## src/rtl/yc_pkg.sv

```systemverilog
// Shared types and field layout for the Y/C burst scheduler.
package yc_pkg;

    typedef enum logic [1:0] {
        IDLE       = 2'd0,
        WAIT_FRAME = 2'd1,
        RUN        = 2'd2
    } state_t;

    localparam int PHASE_INC_W = 40;
    localparam int RANGE_W     = 27;
    localparam int START_LSB   = 20;
    localparam int START_W     = 7;
    localparam int NTSC_LSB    = 10;
    localparam int NTSC_W      = 10;
    localparam int PAL_LSB     = 0;
    localparam int PAL_W       = 10;

    // A zero PAL end means the core supplied no PAL-specific window.
    function automatic logic [NTSC_W-1:0] end_select(input logic [RANGE_W-1:0] range,
                                                     input logic pal_sel);
        logic [NTSC_W-1:0] sel;
        sel = pal_sel ? range[PAL_LSB +: PAL_W] : range[NTSC_LSB +: NTSC_W];
        if (sel == '0) begin
            sel = range[NTSC_LSB +: NTSC_W];
        end
        return sel;
    endfunction

endpackage

```

## src/rtl/yc_sync_edge.sv

```systemverilog
// Sync polarity normaliser with a leading-edge strobe and its registered pulse.
module yc_sync_edge #(
    parameter bit ACTIVE_HIGH = 1'b1
) (
    input  logic clk,
    input  logic reset_n,
    input  logic sync_in,
    output logic lead,
    output logic pulse
);

    logic level;
    logic level_d;

    assign level = ACTIVE_HIGH ? sync_in : ~sync_in;
    assign lead  = level & ~level_d;

    always_ff @(posedge clk) begin
        if (!reset_n) begin
            level_d <= 1'b0;
            pulse   <= 1'b0;
        end else begin
            level_d <= level;
            pulse   <= lead;
        end
    end

endmodule

```

## src/rtl/yc_burst_scheduler.sv

```systemverilog
// Frame-aligned chroma config snapshot, burst gate and PAL V-switch sequencer.
//   state      | meaning
//   IDLE       | path disabled, gates forced low
//   WAIT_FRAME | enabled, waiting for the first vsync edge to snapshot config
//   RUN        | config valid, per-line burst and V-switch active
module yc_burst_scheduler
    import yc_pkg::*;
#(
    parameter bit HS_ACTIVE_HIGH    = 1'b1,
    parameter bit VS_ACTIVE_HIGH    = 1'b1,
    parameter int CNT_W             = 10,
    parameter bit SUPPRESS_VS_BURST = 1'b1
) (
    input  logic                   clk,
    input  logic                   reset_n,
    input  logic                   yc_en,
    input  logic                   hsync,
    input  logic                   vsync,
    input  logic                   hblank,
    input  logic                   vblank,
    input  logic                   pal_in,
    input  logic [PHASE_INC_W-1:0] phase_inc_in,
    input  logic [RANGE_W-1:0]     burst_range_in,
    output logic [PHASE_INC_W-1:0] phase_inc,
    output logic                   pal,
    output logic                   cfg_valid,
    output logic                   burst_en,
    output logic                   pal_vswitch,
    output logic                   chroma_active,
    output logic                   line_start,
    output logic                   frame_start
);

    localparam logic [CNT_W-1:0] CNT_MAX = '1;

    state_t             state, state_nxt;
    logic               hs_edge, vs_edge, vs_lvl;
    logic               snap, run_ok, pal_nxt;
    logic               vsw_base, vsw_nxt;
    logic               line_ok;
    logic [CNT_W-1:0]   cnt;
    logic [RANGE_W-1:0] range_q;
    logic [NTSC_W-1:0]  end_sel;

    yc_sync_edge #(.ACTIVE_HIGH(HS_ACTIVE_HIGH)) u_hs_edge (
        .clk     (clk),
        .reset_n (reset_n),
        .sync_in (hsync),
        .lead    (hs_edge),
        .pulse   (line_start)
    );

    yc_sync_edge #(.ACTIVE_HIGH(VS_ACTIVE_HIGH)) u_vs_edge (
        .clk     (clk),
        .reset_n (reset_n),
        .sync_in (vsync),
        .lead    (vs_edge),
        .pulse   (frame_start)
    );

    assign vs_lvl = VS_ACTIVE_HIGH ? vsync : ~vsync;

    always_ff @(posedge clk) begin
        if (!reset_n) begin
            state <= IDLE;
        end else begin
            state <= state_nxt;
        end
    end

    // Disable takes priority over a coincident vsync edge, so no snapshot then.
    always_comb begin
        state_nxt = state;
        snap      = 1'b0;
        case (state)
            IDLE: begin
                if (yc_en) state_nxt = WAIT_FRAME;
            end
            WAIT_FRAME: begin
                if (!yc_en) begin
                    state_nxt = IDLE;
                end else if (vs_edge) begin
                    snap      = 1'b1;
                    state_nxt = RUN;
                end
            end
            RUN: begin
                if (!yc_en) begin
                    state_nxt = IDLE;
                end else if (vs_edge) begin
                    snap = 1'b1;
                end
            end
            default: state_nxt = IDLE;
        endcase
    end

    // A snapshot lands before the line toggle, so the toggle sees the new standard.
    always_comb begin
        run_ok   = (state == RUN) && yc_en;
        pal_nxt  = snap ? pal_in : pal;
        vsw_base = (snap && (pal_in != pal)) ? 1'b0 : pal_vswitch;
        vsw_nxt  = 1'b0;
        if (run_ok && pal_nxt) begin
            vsw_nxt = hs_edge ? ~vsw_base : vsw_base;
        end
    end

    always_ff @(posedge clk) begin
        if (!reset_n) begin
            phase_inc   <= '0;
            pal         <= 1'b0;
            range_q     <= '0;
            cfg_valid   <= 1'b0;
            cnt         <= '0;
            line_ok     <= 1'b0;
            pal_vswitch <= 1'b0;
        end else begin
            if (snap) begin
                phase_inc <= phase_inc_in;
                pal       <= pal_in;
                range_q   <= burst_range_in;
            end
            cfg_valid <= (state_nxt != IDLE) && (cfg_valid || snap);

            // Saturating, so an over-long line cannot wrap back into the window.
            if ((state == RUN) && hs_edge) begin
                cnt <= '0;
            end else if (cnt != CNT_MAX) begin
                cnt <= cnt + 1'b1;
            end

            if (!run_ok) begin
                line_ok <= 1'b0;
            end else if (hs_edge) begin
                line_ok <= !(SUPPRESS_VS_BURST && vs_lvl);
            end

            pal_vswitch <= vsw_nxt;
        end
    end

    always_comb begin
        end_sel  = end_select(range_q, pal);
        burst_en = (state == RUN) && line_ok
                   && (32'(cnt) >= 32'(range_q[START_LSB +: START_W]))
                   && (32'(cnt) < 32'(end_sel));
        chroma_active = (state == RUN) && !hblank && !vblank && cfg_valid;
    end

endmodule
```

## config.mk

```make
export PLATFORM = sky130hd
export DESIGN_NAME = yc_burst_scheduler
export DESIGN_NICKNAME = d
export VERILOG_FILES = /design/src/rtl/yc_pkg.sv /design/src/rtl/yc_sync_edge.sv /design/src/rtl/yc_burst_scheduler.sv
export SDC_FILE = /design/constraint.sdc
export NUM_CORES = 1
export LEC_CHECK = 0
export ABC_CLOCK_PERIOD_IN_PS = 2720
export BUFFER_PORTS_ARGS = -buffer_cell sky130_fd_sc_hd__buf_4
export CORE_MARGIN = 4
export CORE_UTILIZATION = 47
export CTS_CLUSTER_DIAMETER = 50
export DETAILED_ROUTE_END_ITERATION = 12
export MAX_ROUTING_LAYER = met4
export PLACE_DENSITY_LB_ADDON = 0.1
export SLEW_MARGIN = 25
export SYNTH_ARGS = -nofsm -noshare
export SYNTH_HDL_FRONTEND = slang
export SYNTH_SLANG_ARGS = --single-unit
```

## constraint.sdc

```tcl
create_clock -name clk -period 2.72 [get_ports clk]
set_input_delay 0.408 -clock clk [delete_from_list [all_inputs] [get_ports clk]]
set_output_delay 0.408 -clock clk [all_outputs]
set_load 0.005 [all_outputs]
```

Word level (Yosys, flattened, before mapping)
Cells that the tools add are included.
{"block": "totals", "elab_cells": 60, "reg_bits": 87}
{"block": "op_classes", "add_sub_neg": 1, "order_cmp": 2, "reduce_logical": 22, "eq_ne": 4, "bitwise": 6, "muxes": 13}
{"operator": "$mux W10", "n": 2}
{"operator": "$logic_and A1 B1 Y1", "n": 11}
{"operator": "$add A10 B1 Y10 const B", "n": 1}
{"operator": "$ge A10 B7 Y1", "n": 1}
{"operator": "$logic_not A10 Y1", "n": 1}
{"operator": "$lt A10 B10 Y1", "n": 1}
{"operator": "$ne A10 B10 Y1 const B", "n": 1}
{"operator": "$mux W2", "n": 4}
{"operator": "$mux W1", "n": 6}
{"operator": "$pmux W2 S3", "n": 1}
{"operator": "$not A1 Y1", "n": 4}
{"operator": "$reduce_and A2 Y1", "n": 2}
{"operator": "$reduce_or A2 Y1", "n": 2}
{"operator": "$logic_not A1 Y1", "n": 3}
{"operator": "$and A1 B1 Y1", "n": 2}
{"operator": "$eq A2 B1 Y1 const B", "n": 1}
{"operator": "$eq A2 B2 Y1 const B", "n": 1}
{"operator": "$logic_not A2 Y1", "n": 1}
{"operator": "$reduce_bool A2 Y1", "n": 1}
{"operator": "$logic_or A1 B1 Y1", "n": 1}
{"operator": "$ne A1 B1 Y1", "n": 1}

Depth between registers and ports, before layout
Gate-level depths: netlist of the first run.
{"block": "depth", "word_depth": 9, "ltp_mapped": 9, "mapped_depth_nobuf": 9}

Hierarchy
A second synthesis of the first run with hierarchy kept.
{"block": "unflattened", "cells_unflattened": 459, "area_unflattened_um2": 3896.2}
{"module": "yc_burst_scheduler", "cells_per_inst": 449, "n_inst": 1, "seq_area_each_um2": 1661.6, "area_per_inst_um2": 3773.6}
{"module": "yc_sync_edge", "cells_per_inst": 5, "n_inst": 2, "seq_area_each_um2": 40.0, "area_per_inst_um2": 61.3}

Worst setup path after synthesis of the first run
Ideal clock, no wire load.
{"block": "synth_path", "path_type": "register -> output", "start": "register range_q[0]", "end": "output port burst_en", "stages_incl_launch_ff": 10, "n_path_buf": 0, "arrival_time_ns": 2.004, "setup_slack_ns": 0.308, "path_cell_list": "dfxtp_1 -> nor4_1 -> nand3_1 -> nand2_1 -> a22oi_1 -> ha_1 -> and4_1 -> nand2_1 -> o221a_2 -> and3_1"}
{"block": "synth_between", "elab_chain_cells": 5}
{"item": "from (decl)", "line": "yc_burst_scheduler.sv:42", "text": "logic [RANGE_W-1:0] range_q;"}
{"item": "from (signal assigned)", "line": "yc_burst_scheduler.sv:122", "text": "range_q <= burst_range_in;"}
{"item": "$mux W10 *", "line": "yc_pkg.sv:23", "text": "sel = pal_sel ? range[PAL_LSB +: PAL_W] : range[NTSC_LSB +: NTSC_W];"}
{"item": "$logic_not A10 Y1", "line": "yc_pkg.sv:24", "text": "if (sel == '0) begin"}
{"item": "$mux W10 *", "line": "yc_pkg.sv:24"}
{"item": "$lt A10 B10 Y1 *", "line": "yc_burst_scheduler.sv:147", "text": "&& (32'(cnt) < 32'(end_sel));"}
{"item": "$logic_and A1 B1 Y1 *", "line": "yc_burst_scheduler.sv:147"}
{"item": "to (decl)", "line": "yc_burst_scheduler.sv:27", "text": "output logic burst_en,"}
Mark *: on every way between the ends. The rest lies on a longest branch, timed or not.

Final worst setup path of the first run
{"block": "layout_path", "start": "register range_q[4]", "end": "output port burst_en"}
The elaborated chain is that of the path after synthesis.

==> qor.yml, run 1 <==
drt_iter0_drc: 115
slowest_delay_ns: 0.35
rows: 32
rsz0062_at_grt: "yes"
die-area_um2: 9770
synth_ff_type: "dfxtp_1"
initial_utilization: 0.492
crit_family: "simple AND/OR/NAND/NOR gates"
seq_area_frac_synth: 0.449
netlist_area_um2: 3880
port_buffers: 121
die_h_um: 98.8
cts.clk_slew.worst_paths_ns: 0.09
outcome: "finished, violations left"
antenna_cells: 0
power.total_mw: 2.66
dr.pass1.iters: 4
violations: "setup timing"
ant_nets: 0
routed_via_density: 5.14
critical_path_class: "register to primary output"
setup_ws_ns: -0.181
track_usage: 0.203
cts_tree: "built"
netlist_top_cells_area: "dfxtp_1 (45%), nand2_1 (14%), a21boi_0 (9.1%)"
yosys.area.top_type: "dfxtp_1"
cp_common_cell: "buf_6"
totalWireLength_um: 9640
crit_required_ns: 2.31
leakagePower_nw: 2.11
slew_headroom: 0.706
worst-path-buf-inv: 2
drive_above_1_share: 0.296
peakVddDrop_uv: 350
multi_input_area_um2: 2040
grt_max_degree: 41
num_io_pins: 122
nFillCells: 686
syn_nets: 553
yosysTopAreaCellShare: 0.449
tns_ns: -0.181
cts_buffers: 9
synth-seq-cells: 87
synth-edff-count: 0
critPathMaxFanout: 4
grt_pass1_wl_um: 15900
critPathLaunchType: "register"
core_um2: 7890
clockRootBuffer: "clkbuf_8"
ys.warnings.count: 0
endpoint_kind: "primary output"
gp_congestion: 0.837
wl_per_cell_um: 14.2
postSynthCellCount: 457
drcViolationCount: 0
worstMarginPinSlew_ns: 0.435
post-route-min-period_ns: 2.90
placed_area_um2: 4870
synthArstFlopShare: 0
vias: 3488
h-tree-depth: 3
die-width_um: 98.8
drv_slew: 0
grt_overflow: 0
grt_pass1_vias: 3447
cts.path.max_buffers: 2
syn_avg_cell_area_um2: 8.49
cts.hold.buffers_added: 0
powerDensity_nw_per_um2: 513
cpMaxStageDelayCell: "dfxtp_2"
critPathArrivalTime_ns: 2.49
design_area_um2: 5190
hold_viol_final: 0
finalSetupViolations: 1
hpwl_um: 6890
fin_crit_sh: 1.07
pre_cts_slack_ns: 0.0558
final_nets: 668
fin_worst_skew_ns: 0.0117
fmax_mhz: 345
clk-insertion-delay-late_ns: 0.35
syn_to_final_growth_pct: 33.9
cts.sinks: 87
path_cells: "nor4_4 > nand3_1 > nand2_2 > buf_6 > a22oi_1 > ha_1 > and4_4 > nand2_1 > o221a_2 > and3_4 > buf_6"
maxCapViolCount: 0
yosysUniqueCellTypes: 43
seq_area_um2: 1750
hp-class: "input pin to register"
antenna_found_initial: 0
==> registers in the layout, indices dropped and copies added (netlist names) <==
signal,cells
state,2
u_vs_edge.pulse,1
cnt,10
phase_inc,40
u_hs_edge.pulse,1
range_q,27
pal,1
u_vs_edge.level_d,1
pal_vswitch,1
line_ok,1
u_hs_edge.level_d,1
cfg_valid,1
==> final cells by class <==
cell class              instances  area share
well taps                     102      0.0246
repair buffers                131       0.194
inverters                      10     0.00723
multi-input cells             333       0.392
clock inverters                 6      0.0188
flip-flops and latches         87       0.337
clock buffers                  10      0.0265
==> report_power, final <==
part           total, mW  switching, mW  leakage, nW  internal, mW
Clock               1.06          0.496        0.120         0.559
Combinational      0.278          0.116         1.29         0.161
Sequential          1.33         0.0269        0.707          1.30
==> cells by family after synthesis <==
logic type / count (synthesis) / share of synthesized area
simple gates: 193 / 0.214
flops: 87 / 0.449
fa+ha+maj: 21 / 0.0677
mux: 4 / 0.0103
buf+inv: 37 / 0.0413
xor+xnor: 4 / 0.00903
compound gates: 111 / 0.209
==> placed cells by master, fill, tap and decap left out, drive strengths merged, types with 3 or more instances in the layout <==
cell,Yosys,routed
a211oi,3,3
a21boi,68,68
a21oi,12,12
a22oi,7,7
a31oi,4,4
and2,4,4
and3,3,3
and4,4,4
buf,12,131
clkbuf,15,10
dfxtp,87,87
ha,21,21
inv,10,14
mux2i,4,4
nand2,146,146
nand2b,3,3
nand3,6,6
nor2,11,11
nor2b,5,5
nor3,4,4
nor4,4,4
o21ai,4,4
==> stage by stage <==
| stage | hold WS, ns | util | cells |
|---|---|---|---|
| 3_5_place_dp | 0.414 | 0.618 | 661 |
| 3_3_place_gp | 0.404 | 0.618 | 661 |
| 2_1_floorplan | 0.392 | - | 457 |
| 6_report | 0.259 | 0.659 | 679 |
| 4_1_cts | 0.244 | 0.656 | 679 |
| 5_1_grt | 0.255 | 0.659 | 679 |
==> cell usage after synthesis (all sizes together), types with 5 or more instances <==
cell type	count
buf	12
a21boi	68
nand2	146
nor2b	5
ha	21
clkbuf	15
a21oi	12
a22oi	7
nor2	11
inv	10
nand3	6
dfxtp	87
==> worst paths after layout <==
| kind | start | slack [ns] | depth (start not counted) | end |
|---|---|---|---|---|
| max reg2reg | state[0]$_SDFF_PN0_ | 0.81 | 6 | phase_inc[18]$_SDFFE_PN0P_ |
| min | vsync | 0.26 | 2 | line_ok$_SDFFE_PN0P_ |
| min reg2reg | u_hs_edge.level_d$_SDFF_PN0_ | 0.42 | 1 | u_hs_edge.pulse$_SDFF_PN0_ |
| max | range_q[4]$_SDFFE_PN0P_ | -0.18 | 11 | burst_en |
==> routing by layer <==
layer / global-route usage / up-vias / share of wire
met5: - / - / 0
met2: 0.344 / 88 / 0.50
met1: 0.228 / 1610 / 0.43
li1: - / 1777 / -
met4: 0.0630 / 0 / 0.015
met3: 0.0630 / 13 / 0.062
==> timing repair <==
item,4_1_cts,5_1_grt
resized for setup,13,6
pin swaps,12,6
endpoints found under the setup margin,1,1
buffers inserted,2,0
Power figures use the tool's default switching activity.
==> run 2: changes to the inputs <==
CTS_BUF_LIST = sky130_fd_sc_hd__clkbuf_4   (was not set)
==> qor.yml, run 2 (synthesis gave the netlist of run 1 again) <==
dr.pass1.iters: 4  # unchanged
final_nets: 668  # unchanged
ant_nets: 0  # unchanged
outcome: "finished, violations left"
slowest_delay_ns: 0.37  # +0.02 ns
endpoint_kind: "primary output"
die_h_um: 98.8  # unchanged
post-route-min-period_ns: 3.00  # +0.0949 ns
slew_headroom: 0.692  # -0.0140
totalWireLength_um: 9590  # -0.51%
power.total_mw: 2.47  # -7.4%
clockRootBuffer: "clkbuf_4"
die-width_um: 98.8  # unchanged
hpwl_um: 6890  # unchanged
grt_pass1_wl_um: 15900  # unchanged
cts.sinks: 87  # unchanged
peakVddDrop_uv: 334  # -4.6%
port_buffers: 121  # unchanged
wl_per_cell_um: 14.1  # -0.51%
rrSetupSlack_ns: 0.82  # about the same
finalSetupViolations: 1  # unchanged
drv_slew: 0  # unchanged
endpoint: "burst_en"
crit_required_ns: 2.31  # about the same
largest_reg_flops: 40  # unchanged
hold_viol_final: 0  # unchanged
drive_above_1_share: 0.295  # -0.00173
die-area_um2: 9770  # unchanged
num_io_pins: 122  # unchanged
syn_to_final_growth_pct: 32.2
initial_utilization: 0.492  # unchanged
critPathArrivalTime_ns: 2.59  # +0.10 ns
cts_tree: "built"
reg2regPathDepth: 6  # unchanged
cp_common_cell: "buf_6"
antenna_cells: 0  # unchanged
critPathLaunchType: "register"
leakagePower_nw: 2.09  # -1.4%
grt_pass1_vias: 3427  # -0.58%
rows: 32  # unchanged
core_um2: 7890  # unchanged
maxCapViolCount: 0  # unchanged
cts_buffers: 9  # unchanged
vias: 3475  # -0.37%
cpMaxStageDelayCell: "dfxtp_2"
top_register: "phase_inc"
critical_path_class: "register to primary output"
path_cells: "nor4_4 > nand3_1 > nand2_2 > buf_6 > a22oi_1 > ha_1 > and4_4 > nand2_1 > o221a_2 > and3_4 > buf_6"
r2r_start: "state[0]$_SDFF_PN0_"
h-tree-depth: 3  # unchanged
grt_overflow: 0  # unchanged
fmax_mhz: 334  # -3.2%
fin_crit_sh: 1.10  # +0.0349
worstMarginPinSlew_ns: 0.456  # +0.0207 ns
hp-class: "input pin to register"
antenna_found_initial: 0  # unchanged
reg2reg_to: "phase_inc[18]$_SDFFE_PN0P_"
routed_via_density: 5.12  # -0.37%
final_common_cell: "nand2_1"
rsz0062_at_grt: "yes"
critPathLaunch: "range_q[4]$_SDFFE_PN0P_"
violations: "setup timing"
gp_congestion: 0.837  # unchanged
setup_ws_ns: -0.276  # -0.0949 ns
cts.clk_slew.worst_paths_ns: 0.14  # +0.05 ns
clk-insertion-delay-late_ns: 0.43  # +0.08 ns
nFillCells: 700  # +2.0%
drt_iter0_drc: 124  # +7.8%
fin_util: 0.650  # -0.00841
top_regs: "phase_inc x40, range_q x27, cnt x10"
track_usage: 0.204  # +0.00121
final_cell_mix: "nand2_1 (145), buf_4 (127), dfxtp_1 (82), a21boi_0 (47)"
drcViolationCount: 0  # unchanged
fin_worst_skew_ns: 0.0218  # +0.0101 ns
critPathMaxFanout: 4  # unchanged
cts.path.max_buffers: 2  # unchanged
powerDensity_nw_per_um2: 481  # -6.2%
grt_max_degree: 41  # unchanged
[run 2: cell count changes in the layout (fill, tap and decap cells not counted), sizes merged]
cell	delta
clkbuf	-1
clkinv	+1
[run 2: through the flow]
stage	instances	area (um2)	hold slack, ns	setup WS, ns	TNS (ns)
2_1_floorplan	457	3880	0.392	0.308	0
3_3_place_gp	661	4870	0.404	0.0942	0
3_5_place_dp	661	4870	0.414	0.0558	0
4_1_cts	679	5110	0.142	-0.332	-0.332
5_1_grt	679	5130	0.141	-0.435	-0.435
6_report	679	5130	0.174	-0.276	-0.276
[run 2: repair_timing]
item / 4_1_cts / 5_1_grt
gates resized for setup: 13 / 6
pin swaps: 12 / 5
setup buffers: 2 / 0
gates cloned: 0 / 0
hold buffers: 0 / 0
setup endpoints to repair: 1 / 1
[run 2: worst min path at each step]
stage                                  from                          to  slack, ns  cells after the start
6_report                              vsync        line_ok$_SDFFE_PN0P_       0.17                      2
3_3_place_gp   u_hs_edge.level_d$_SDFF_PN0_  u_hs_edge.pulse$_SDFF_PN0_       0.40                      1
3_5_place_dp   u_hs_edge.level_d$_SDFF_PN0_  u_hs_edge.pulse$_SDFF_PN0_       0.41                      1
2_1_floorplan  u_hs_edge.level_d$_SDFF_PN0_  u_hs_edge.pulse$_SDFF_PN0_       0.39                      1
5_1_grt                               vsync        line_ok$_SDFFE_PN0P_       0.14                      2
4_1_cts                               vsync        line_ok$_SDFFE_PN0P_       0.14                      2
[run 2: where the power goes]
part	internal (mW)	switching (mW)
Sequential	1.31	0.0266
Combinational	0.161	0.116
Clock	0.386	0.469
[run 2: critical path: cells and delay by family, from the launching register on]
family                     cells  cell delay (ns)
buffers and inverters          2             0.22
DFF                            1             0.37
AOI/OAI and AO/OA              2             0.29
adders and majority gates      1             0.33
and+or+nand+nor                6             0.96
[run 2: final cells by class]
cell class / count / area, um2 / area share
clock inverter: 7 / 101 / 0.0198
timing repair buffer: 131 / 1010 / 0.196
inverter: 10 / 37.5 / 0.00732
sequential: 87 / 1750 / 0.341
tap: 102 / 128 / 0.0249
clock buffer: 9 / 67.6 / 0.0132
multi-input combinational: 333 / 2040 / 0.397
[run 2: per-layer routing]
layer	vias to the layer above	global-route usage	routed length, um
met5	-	-	0
met4	0	0.0567	112
met3	10	0.0736	615
met2	74	0.343	4760
met1	1608	0.228	4100
li1	1783	-	-
==> run 3: changes to the inputs <==
ABC_CLOCK_PERIOD_IN_PS = 2600   (was 2720)
PLACE_DENSITY = 0.82   (was not set)
PLACE_DENSITY_LB_ADDON = not set   (was 0.1)
clock period = 2.6 ns   (was 2.72 ns; I/O delays follow)
==> qor.yml, run 3 (synthesis gave the netlist of run 1 again) <==
num_io_pins: 122  # unchanged
final_nets: 673  # +0.75%
fin_crit_sh: 1.17
power.total_mw: 2.32  # -5.8%
cts.hold.buffers_added: 0  # unchanged
nFillCells: 678  # -3.1%
cts_tree: "built"
critical_path_class: "register to primary output"
cts_buffers: 9  # unchanged
syn_to_final_growth_pct: 31.1
tns_ns: -0.453  # -0.177 ns
dpl.cell_count: 668  # +1.1%
multi_input_area_um2: 2030  # -0.55%
final_cell_mix: "nand2_1 (145), buf_4 (132), dfxtp_1 (86), a21boi_0 (47)"
critPathLaunchType: "register"
instances_no_fill: 684  # +0.74%
critPathArrivalTime_ns: 2.66  # +0.07 ns
drv_slew: 0  # unchanged
vias: 3581  # +3.1%
leakagePower_nw: 2.08  # -0.11%
design_area_um2: 5090  # -0.83%
hold_viol_final: 0  # unchanged
drt_iter0_drc: 121  # -2.4%
grt_pass1_wl_um: 16200  # +2.1%
cts.path.max_buffers: 2  # unchanged
endpoint_kind: "primary output"
share_seq_of_total_power: 0.599  # +0.058
cts.sinks: 87  # unchanged
rsz0062_at_grt: "yes"
finalSetupViolations: 1  # unchanged
cts.clk_slew.worst_paths_ns: 0.14  # about the same
p_clk_frac: 0.274  # -0.073
grt_max_degree: 43  # +4.9%
hold_depth: 2  # unchanged
fin_util: 0.645  # -0.00539
port_buffers: 121  # unchanged
ant_nets: 0  # unchanged
placed_area_um2: 4920  # +1.1%
critPathMaxFanout: 4  # unchanged
dr.pass1.iters: 4  # unchanged
top_register: "phase_inc"
post-route-min-period_ns: 3.05
clockRootBuffer: "clkbuf_4"
combPwrFrac: 0.127  # +0.015
top_regs: "phase_inc x40, range_q x27, cnt x10"
worstMarginPinSlew_ns: 0.433  # -0.0231 ns
drive_above_1_share: 0.287  # -0.00769
die-width_um: 98.8  # unchanged
antenna_found_initial: 0  # unchanged
crit_required_ns: 2.21  # -0.10 ns
wl_per_cell_um: 14.2  # +0.48%
track_usage: 0.206  # +0.00146
hpwl_um: 7270  # +5.5%
power.net_switching_uw: 599  # -2.2%
grt_overflow: 0  # unchanged
fmax_mhz: 328
powerDensity_nw_per_um2: 457  # -5.0%
largest_reg_flops: 40  # unchanged
maxCapViolCount: 0  # unchanged
swShare: 0.258  # +0.00947
internal_power_mw: 1.73  # -6.9%
h-tree-depth: 3  # unchanged
reg2regPathDepth: 6  # unchanged
drcViolationCount: 0  # unchanged
hp-class: "input pin to register"
pre_cts_slack_ns: -0.0686  # -0.124 ns
peakVddDrop_uv: 279  # -16%
setup_ws_ns: -0.453  # -0.177 ns
clk-insertion-delay-late_ns: 0.41  # -0.02 ns
grt_pass1_vias: 3676  # +7.3%
rows: 32  # unchanged
whs_ns: 0.177  # +0.00290 ns
slew_headroom: 0.712  # +0.0193
final_common_cell: "nand2_1"
seq_area_um2: 1740  # -0.43%
gp_congestion: 0.827  # -1.2%
outcome: "finished, violations left"
initial_utilization: 0.492  # unchanged
violations: "setup timing"
die-area_um2: 9770  # unchanged
fin_worst_skew_ns: 0.0164  # -0.00540 ns
routed_via_density: 5.24  # +2.3%
totalWireLength_um: 9700  # +1.2%
die_h_um: 98.8  # unchanged
core_um2: 7890  # unchanged
antenna_cells: 0  # unchanged
[run 3: cell count changes in the layout (fill, tap and decap cells not counted), moves of 3 or more]
| cell | before | now |
|---|---|---|
| buf_4 | 127 | 132 |
| dfxtp_1 | 82 | 86 |
| dfxtp_2 | 4 | 1 |
| inv_6 | 3 | 0 |
| clkinv_1 | 1 | 4 |
[run 3: what timing repair did]
item | CTS | global route
setup buffers | 0 | 0
gates resized for setup | 11 | 2
endpoints found under the setup margin | 1 | 1
pin swaps | 12 | 0
[run 3: layout make-up]
cell class,count,share of cell area
multi-input combinational,333,0.398
inverter,10,0.00738
timing repair buffer,136,0.205
tap,102,0.0251
sequential,87,0.343
clock buffer,9,0.0133
clock inverter,7,0.00787
[run 3: routing by layer]
layer | up-vias | part of all wire | global-route usage
met4 | 0 | 0.013 | 0.0683
li1 | 1793 | - | -
met5 | - | 0 | -
met2 | 99 | 0.50 | 0.345
met1 | 1674 | 0.43 | 0.233
met3 | 15 | 0.065 | 0.0623
[run 3: final timing paths]
kind | slack (ns) | startpoint | endpoint
setup / recovery | -0.45 | range_q[2]$_SDFFE_PN0P_ | burst_en
hold / removal | 0.18 | vsync | line_ok$_SDFFE_PN0P_
setup reg to reg | 0.63 | state[1]$_SDFF_PN0_ | phase_inc[35]$_SDFFE_PN0P_
hold reg to reg | 0.43 | u_hs_edge.level_d$_SDFF_PN0_ | u_hs_edge.pulse$_SDFF_PN0_
[run 3: worst max-delay path, stage by stage, from the launching register on]
cell     delay (ns)
dfxtp_2        0.36
nor4_4         0.31
nand3_1        0.14
nand2_2        0.11
buf_6          0.12
mux2i_1        0.07
ha_1           0.32
and4_4         0.24
nand2_1        0.05
o221a_2        0.22
and3_4         0.18
buf_4          0.13
[run 3: power by group through the flow]
stage / registers, mW / logic (mW) / clock network [mW]
4_1_cts: 1.39 / 0.293 / 0.655
3_5_place_dp: 1.42 / 0.287 / 0
6_report: 1.39 / 0.295 / 0.636
5_1_grt: 1.40 / 0.329 / 0.713
2_1_floorplan: 1.42 / 0.137 / 0
3_3_place_gp: 1.42 / 0.276 / 0
